--- src/rtl/seq_multiplier.sv ---
// Sequential radix-2 shift-add multiplier with optional two's-complement operands.
// It multiplies the operand magnitudes over WIDTH RUN cycles.
// It then applies the latched result sign in a single SIGN cycle.
// done pulses for one cycle when productHi/productLo take the new result.
module seq_multiplier #(
    parameter int WIDTH = 32
) (
    input  logic             clk,
    input  logic             reset,
    input  logic             start,
    input  logic             signedOp,
    input  logic [WIDTH-1:0] multiplicandIn,
    input  logic [WIDTH-1:0] multiplierIn,
    output logic             busy,
    output logic             done,
    output logic [WIDTH-1:0] productHi,
    output logic [WIDTH-1:0] productLo
);

    localparam int CW = (WIDTH > 1) ? $clog2(WIDTH) : 1;
    localparam logic [CW-1:0] LAST_STEP = CW'(WIDTH - 1);

    typedef enum logic [1:0] {
        IDLE = 2'd0,
        RUN  = 2'd1,
        SIGN = 2'd2
    } state_t;

    state_t               state_reg;
    logic [WIDTH-1:0]     mcand_reg;
    logic [WIDTH-1:0]     mplr_reg;
    logic [2*WIDTH-1:0]   acc_reg;
    logic [CW-1:0]        count_reg;
    logic                 sign_reg;

    logic [WIDTH-1:0]     mcand_mag;
    logic [WIDTH-1:0]     mplr_mag;
    logic                 sign_next;
    logic [WIDTH-1:0]     addend;
    logic [WIDTH:0]       sum;
    logic [2*WIDTH-1:0]   acc_step;
    logic [2*WIDTH-1:0]   acc_final;

    // Operand magnitudes, one shift-add step, and the sign-corrected final product
    always_comb begin
        mcand_mag = multiplicandIn;
        mplr_mag  = multiplierIn;
        if (signedOp && multiplicandIn[WIDTH-1]) begin
            mcand_mag = -multiplicandIn;
        end
        if (signedOp && multiplierIn[WIDTH-1]) begin
            mplr_mag = -multiplierIn;
        end
        sign_next = signedOp & (multiplicandIn[WIDTH-1] ^ multiplierIn[WIDTH-1]);

        // The carry out of the upper-half add becomes the new MSB after the shift
        addend    = mplr_reg[0] ? mcand_reg : '0;
        sum       = {1'b0, acc_reg[2*WIDTH-1:WIDTH]} + {1'b0, addend};
        acc_step  = {sum, acc_reg[WIDTH-1:1]};

        acc_final = sign_reg ? -acc_reg : acc_reg;
    end

    // Control FSM and datapath registers; reset wins over every other activity
    always_ff @(posedge clk) begin
        if (reset) begin
            state_reg <= IDLE;
            mcand_reg <= '0;
            mplr_reg  <= '0;
            acc_reg   <= '0;
            count_reg <= '0;
            sign_reg  <= 1'b0;
            done      <= 1'b0;
            productHi <= '0;
            productLo <= '0;
        end else begin
            done <= 1'b0;
            case (state_reg)
                IDLE: begin
                    if (start) begin
                        mcand_reg <= mcand_mag;
                        mplr_reg  <= mplr_mag;
                        sign_reg  <= sign_next;
                        acc_reg   <= '0;
                        count_reg <= '0;
                        state_reg <= RUN;
                    end
                end
                RUN: begin
                    acc_reg   <= acc_step;
                    mplr_reg  <= {1'b0, mplr_reg[WIDTH-1:1]};
                    count_reg <= count_reg + CW'(1);
                    if (count_reg == LAST_STEP) begin
                        state_reg <= SIGN;
                    end
                end
                SIGN: begin
                    productHi <= acc_final[2*WIDTH-1:WIDTH];
                    productLo <= acc_final[WIDTH-1:0];
                    done      <= 1'b1;
                    state_reg <= IDLE;
                end
                default: begin
                    state_reg <= IDLE;
                end
            endcase
        end
    end

    assign busy = (state_reg == RUN) || (state_reg == SIGN);

endmodule

--- config.mk ---
export PLATFORM = sky130hd
export DESIGN_NAME = seq_multiplier
export DESIGN_NICKNAME = d
export VERILOG_FILES = /design/src/rtl/seq_multiplier.sv
export SDC_FILE = /design/constraint.sdc
export NUM_CORES = 1
export LEC_CHECK = 0
export CORE_MARGIN = 2
export CORE_UTILIZATION = 57
export CTS_CLUSTER_SIZE = 16
export DETAILED_ROUTE_END_ITERATION = 7
export PLACE_DENSITY = 0.83
export REMOVE_ABC_BUFFERS = 1
export SLEW_MARGIN = 5
export SYNTH_ARGS = -nofsm -noshare
export SYNTH_HDL_FRONTEND = slang
export SYNTH_SLANG_ARGS = --single-unit
--- constraint.sdc ---
create_clock -name clk -period 5.3 [get_ports clk]
set_clock_uncertainty 0.2 [all_clocks]
set_input_delay 1.325 -clock clk [delete_from_list [all_inputs] [get_ports clk]]
set_output_delay 1.325 -clock clk [all_outputs]
set_load 0.005 [all_outputs]
* Word-level counts from Yosys, hierarchy flattened
Index checks and enable logic that the tools add are counted.
Widths: inputs -> output; s select.
** Word-level totals
- Register bits :: 201
- Output and inout port bits :: 66
- Word-level logic and storage cells :: 43
- Input port bits :: 68
** Operators by class
- Multiplexer cells :: 14
- Reduce and logical (&&, ||, !) cells :: 8
- Bitwise gates (word level) :: 2
- Add/sub/neg operators :: 5
- Equality and inequality tests :: 5
** Operator list (count)
- $mux 32 :: 4
- $mux 64 :: 2
- $pmux 64 s2 :: 1
- $neg 32->32 :: 2
- $neg 64->64 :: 1
- $pmux 32 s2 :: 1
- $add 32x32->33 :: 1
- $pmux 5 s2 :: 1
- $reduce_and 2->1 :: 3
- $add 5x1->5 const B :: 1
- $eq 5x5->1 const B :: 1
- $mux 5 :: 1
- $mux 2 :: 2
- $ne 2x2->1 const B :: 2
- $pmux 2 s2 :: 1
- $eq 2x1->1 const B :: 1
- $eq 2x2->1 const B :: 1
- $logic_and 1x1->1 :: 2
- $logic_not 2->1 :: 1
- $reduce_bool 2->1 :: 1
- $and 1x1->1 :: 1
- $logic_or 1x1->1 :: 1
- $mux 1 :: 1
- $xor 1x1->1 :: 1

* Logic depth before layout (Yosys ltp)
- Depth in word-level cells :: 4
- Depth in mapped cells :: 14
- Gate-level depth less buffers :: 13

* Least setup slack after synthesis
No wires, ideal clock.
- Path kind :: input to register
- From :: input port multiplierIn[8]
- To :: register mplr_reg[28]
- Data arrival time :: 3.892 ns
- Setup time :: 0.128 ns
- Buffers on the path :: 0
- Data required time :: 4.972 ns
- Cell stages on the path :: 9
- Setup slack :: 1.081 ns
- Path through :: or4_1 nor4b_2 nor4bb_1 and3_1 nor3b_1 a31oi_1 xor2_1 a222oi_1 nor2_1
** Between the ends
- Word-level cells in the longest chain between the ends :: 4
** RTL lines
- from (decl) :: line 13 : input logic [WIDTH-1:0] multiplierIn,
- $neg 32->32 :: line 52 : mplr_mag = -multiplierIn;
- $mux 32 :: line 51 : if (signedOp && multiplierIn[WIDTH-1]) begin
- $mux 32 :: line 80 : if (start) begin
- $pmux 32 s2 :: line 78 : case (state_reg)
- to (signal assigned) :: line 82 : mplr_reg <= mplr_mag;
- to (signal assigned) :: line 91 : mplr_reg <= {1'b0, mplr_reg[WIDTH-1:1]};
- to (decl) :: line 31 : logic [WIDTH-1:0] mplr_reg;
No other way between the ends. The select of a mux whose other input is x is not followed.
A chain may end at the register's enable or synchronous reset.

* Final worst setup path
- From :: input port multiplierIn[6]
- To :: register mplr_reg[26]
Same word-level chain as after synthesis.

==> run summary <==
======================================================================================
Result of the run ....................................................... complete, no violations
Weighted congestion reported at the end of routability-driven placement .       0.9450
Total power draw ........................................................     3.576 mW
Grt total ovfl ..........................................................            0
Count of boundary I/O pins ..............................................          134
Root cell of the clock tree ............................................. sky130_fd_sc_hd__clkbuf_16
Fin nets ................................................................         1550
Post-synthesis instance total ...........................................         1362
Detailed-route DRC error count ..........................................            0
Number of antenna cells inserted ........................................            0
Routed len/inst .........................................................     15.92 um
Flip-flop count of the largest register, all copies and words added .....           64
Number of hold-slack violations in the final timing report ..............            0
Power per cell area ..................................................... 263.9 mW/mm^2
Total wirelength of the detailed-routed design ..........................     27.37 mm
Clock latency at the later pin of the worst-skew pair ...................      0.50 ns
Clock buffer count from CTS .............................................           21
Die Outline Area ........................................................ 0.02108 mm^2
Effective utilization at floorplan ......................................       58.20%
Crit Path Max Fanout ....................................................            4
Placement row count .....................................................           51
Global-route wire length before repair ..................................     44.97 mm
Peak supply drop ........................................................    0.2111 mV
Commonest non-fill, non-tap cell in the layout .......................... sky130_fd_sc_hd__nor2_1
Most instantiated flip-flop cell in the synthesis netlist ............... sky130_fd_sc_hd__dfxtp_1
Via count of the first global-routing pass ..............................         9322
Initial antenna violation count .........................................            0
Summed area of non-filler cells in the final layout ..................... 0.01355 mm^2
Top library cells by usage in the layout, fill and taps aside ........... 216 x sky130_fd_sc_hd__nor2_1, 200 x sky130_fd_sc_hd__dfxtp_1, 132 x sky130_fd_sc_hd__clkdlybuf4s50_1
Worst slew margin relative to its limit .................................       28.31%
Number of register bits inferred by synthesis ...........................          201
Fraction of synthesis flops using an asynchronous set or reset pin ......           0%
Remaining antenna violation count .......................................            0
Clk pin slew, worst setup/hold paths ....................................      0.06 ns
Type of element capturing the critical path .............................     register
Netlist Area Pre-Place .................................................. 0.01136 mm^2
Achievable clock frequency ..............................................    233.5 MHz
Kind of critical path ................................................... primary input to register
Post-synth cell types ...................................................           60
CTS tree ................................................................          yes
Number of max-cap violations ............................................            0
CP Launch Type .......................................................... primary input
Post-CTS Resized ........................................................            0
Total of hold buffers inserted after clock tree synthesis ...............            0
Seq/Total Area, Yosys ...................................................       35.41%
Smallest hold slack .....................................................    0.2580 ns
Maximum number of pins on one net before global-route repair ............           93
P&R area growth vs syn ..................................................       19.23%
Arr. time, crit path ....................................................      4.46 ns
Number of enable-type register cells in the synthesized netlist .........            0
Final Slew Violations ...................................................            0
Standby leakage power ...................................................     5.289 nW
Setup violations, final .................................................            0
Router iterations before antenna repair .................................            8
Proportion of layout cells with a drive suffix above 1 ..................       5.227%
H-tree Lvls .............................................................            1
Avg Vias per Cell .......................................................        5.955
Chip height .............................................................     145.2 um
Horiz. Die Dim ..........................................................     145.2 um
Critical Path RT ........................................................      5.48 ns
Placed Area ............................................................. 0.01282 mm^2
Count of clock tree sinks ...............................................          201
Number of inserted filler cells in the final layout .....................         1584
Post-DP HPWL ............................................................     19.72 mm
# Post-CTS Setup Buffers ................................................            0
Path class of the lowest-slack min-delay path ........................... register to register
Quantity of I/O buffers inserted on ports ...............................          133
Total global-route track usage ..........................................       24.86%
Summed negative setup slack over all endpoints ..........................         0 ns
Period minus WS final ...................................................     4.282 ns
RSZ-0062 raised after global routing ....................................           no
Clock Path Buffers ......................................................            3
DR iter-0 viols .........................................................          799
Mean instance size in the synthesized netlist ...........................   8.344 um^2
Core Area ............................................................... 0.01953 mm^2
Number of synthesis warnings ............................................            0
Count of vias placed by the detailed router .............................        10237
Transition at the pin with the smallest max-transition slack ............     1.075 ns
Post-route fraction of the period consumed by the critical path .........       80.79%
======================================================================================
worst paths after layout:
| path | startpoint | end | slack, ns | cells after the start |
|---|---|---|---|---|
| setup reg to reg | acc_reg[32]$_SDFFE_PP0P_ | productHi[26]$_SDFFE_PP0P_ | 1.64 | 8 |
| hold reg to reg | mcand_reg[31]$_SDFFE_PP0P_ | mcand_reg[31]$_SDFFE_PP0P_ | 0.26 | 2 |
| setup / recovery | multiplierIn[6] | mplr_reg[26]$_SDFFE_PP0P_ | 1.02 | 11 |
| hold / removal | mcand_reg[31]$_SDFFE_PP0P_ | mcand_reg[31]$_SDFFE_PP0P_ | 0.26 | 2 |
metal layers:
| layer | part of all wire [%] | track usage (%) | wire, um | vias to the layer above |
|---|---|---|---|---|
| met2 | 47 | 40.97 | 12730 | 307 |
| met3 | 6.3 | 3.742 | 1716 | 35 |
| li1 | - | - | - | 5158 |
| met1 | 45 | 34.01 | 12430 | 4737 |
| met5 | 0 | 0 | 0 | - |
| met4 | 1.8 | 6.814 | 495 | 0 |
critical path: stages:
cell                              delay (ns)
sky130_fd_sc_hd__clkdlybuf4s50_1        0.46
sky130_fd_sc_hd__or4_1                  0.60
sky130_fd_sc_hd__nor4b_2                0.38
sky130_fd_sc_hd__nor4bb_1               0.28
sky130_fd_sc_hd__buf_4                  0.18
sky130_fd_sc_hd__and3_1                 0.20
sky130_fd_sc_hd__nor3b_1                0.34
sky130_fd_sc_hd__a21oi_1                0.15
sky130_fd_sc_hd__xor2_1                 0.17
sky130_fd_sc_hd__a222oi_1               0.31
sky130_fd_sc_hd__nor2_1                 0.06
cell families (layout without fill, tap and decap cells):
family	after synthesis	count (layout)	share of synthesized area (%)
AND/OR/NAND/NOR	461	461	19.45
AO/OA/AOI/OAI	395	395	24.96
flip-flops	201	201	35.41
XOR/XNOR	142	142	10.94
buffers and inverters	111	203	3.677
adder cells (fa/ha/maj)	41	41	4.580
multiplexers	11	11	0.9799
report_power, final:
part | total [mW] | switching (mW) | internal, mW
combinational | 0.429 | 0.252 | 0.178
sequential | 1.60 | 0.0372 | 1.56
clock | 1.55 | 0.595 | 0.954
area by class of cell:
| type | instances | area [um^2] | share of cell area, % |
|---|---|---|---|
| multi-input cells | 1050 | 6952 | 51.30 |
| flip-flops and latches | 201 | 4025 | 29.70 |
| repair buffers | 147 | 1434 | 10.58 |
| clock buffers | 28 | 611.8 | 4.515 |
| well taps | 265 | 331.6 | 2.447 |
| clock inverters | 8 | 121.4 | 0.8957 |
| inverters | 20 | 75.07 | 0.5540 |
synthesized netlist by cell type, drive strengths merged, types with 18 or more instances:
cell type	instances	area share [%]
a21o	21	1.4
nor3	21	0.92
inv	20	0.66
or3	25	1.5
a21oi	54	2.4
nand2	60	2.0
a222oi	30	2.6
dfxtp	201	35
o31ai	29	1.9
xor2	98	7.6
a211oi	81	5.4
o41ai	18	1.6
o21ai	59	2.6
clkbuf	84	2.8
ha	40	4.4
xnor2	44	3.4
a22oi	43	2.8
and2	36	2.0
nor2	217	7.2
per-stage QoR:
stage | cells | util, % | setup slack (ns)
after floorplan | 1271 | - | -0.5005
after global placement | 1683 | 65.64 | 0.6052
after detailed placement | 1683 | 65.64 | 0.5629
after CTS | 1719 | 69.40 | 1.058
after global routing | 1719 | 69.40 | 0.8380
final | 1719 | 69.40 | 1.018
No activity file was read; power rests on OpenSTA's default activity.
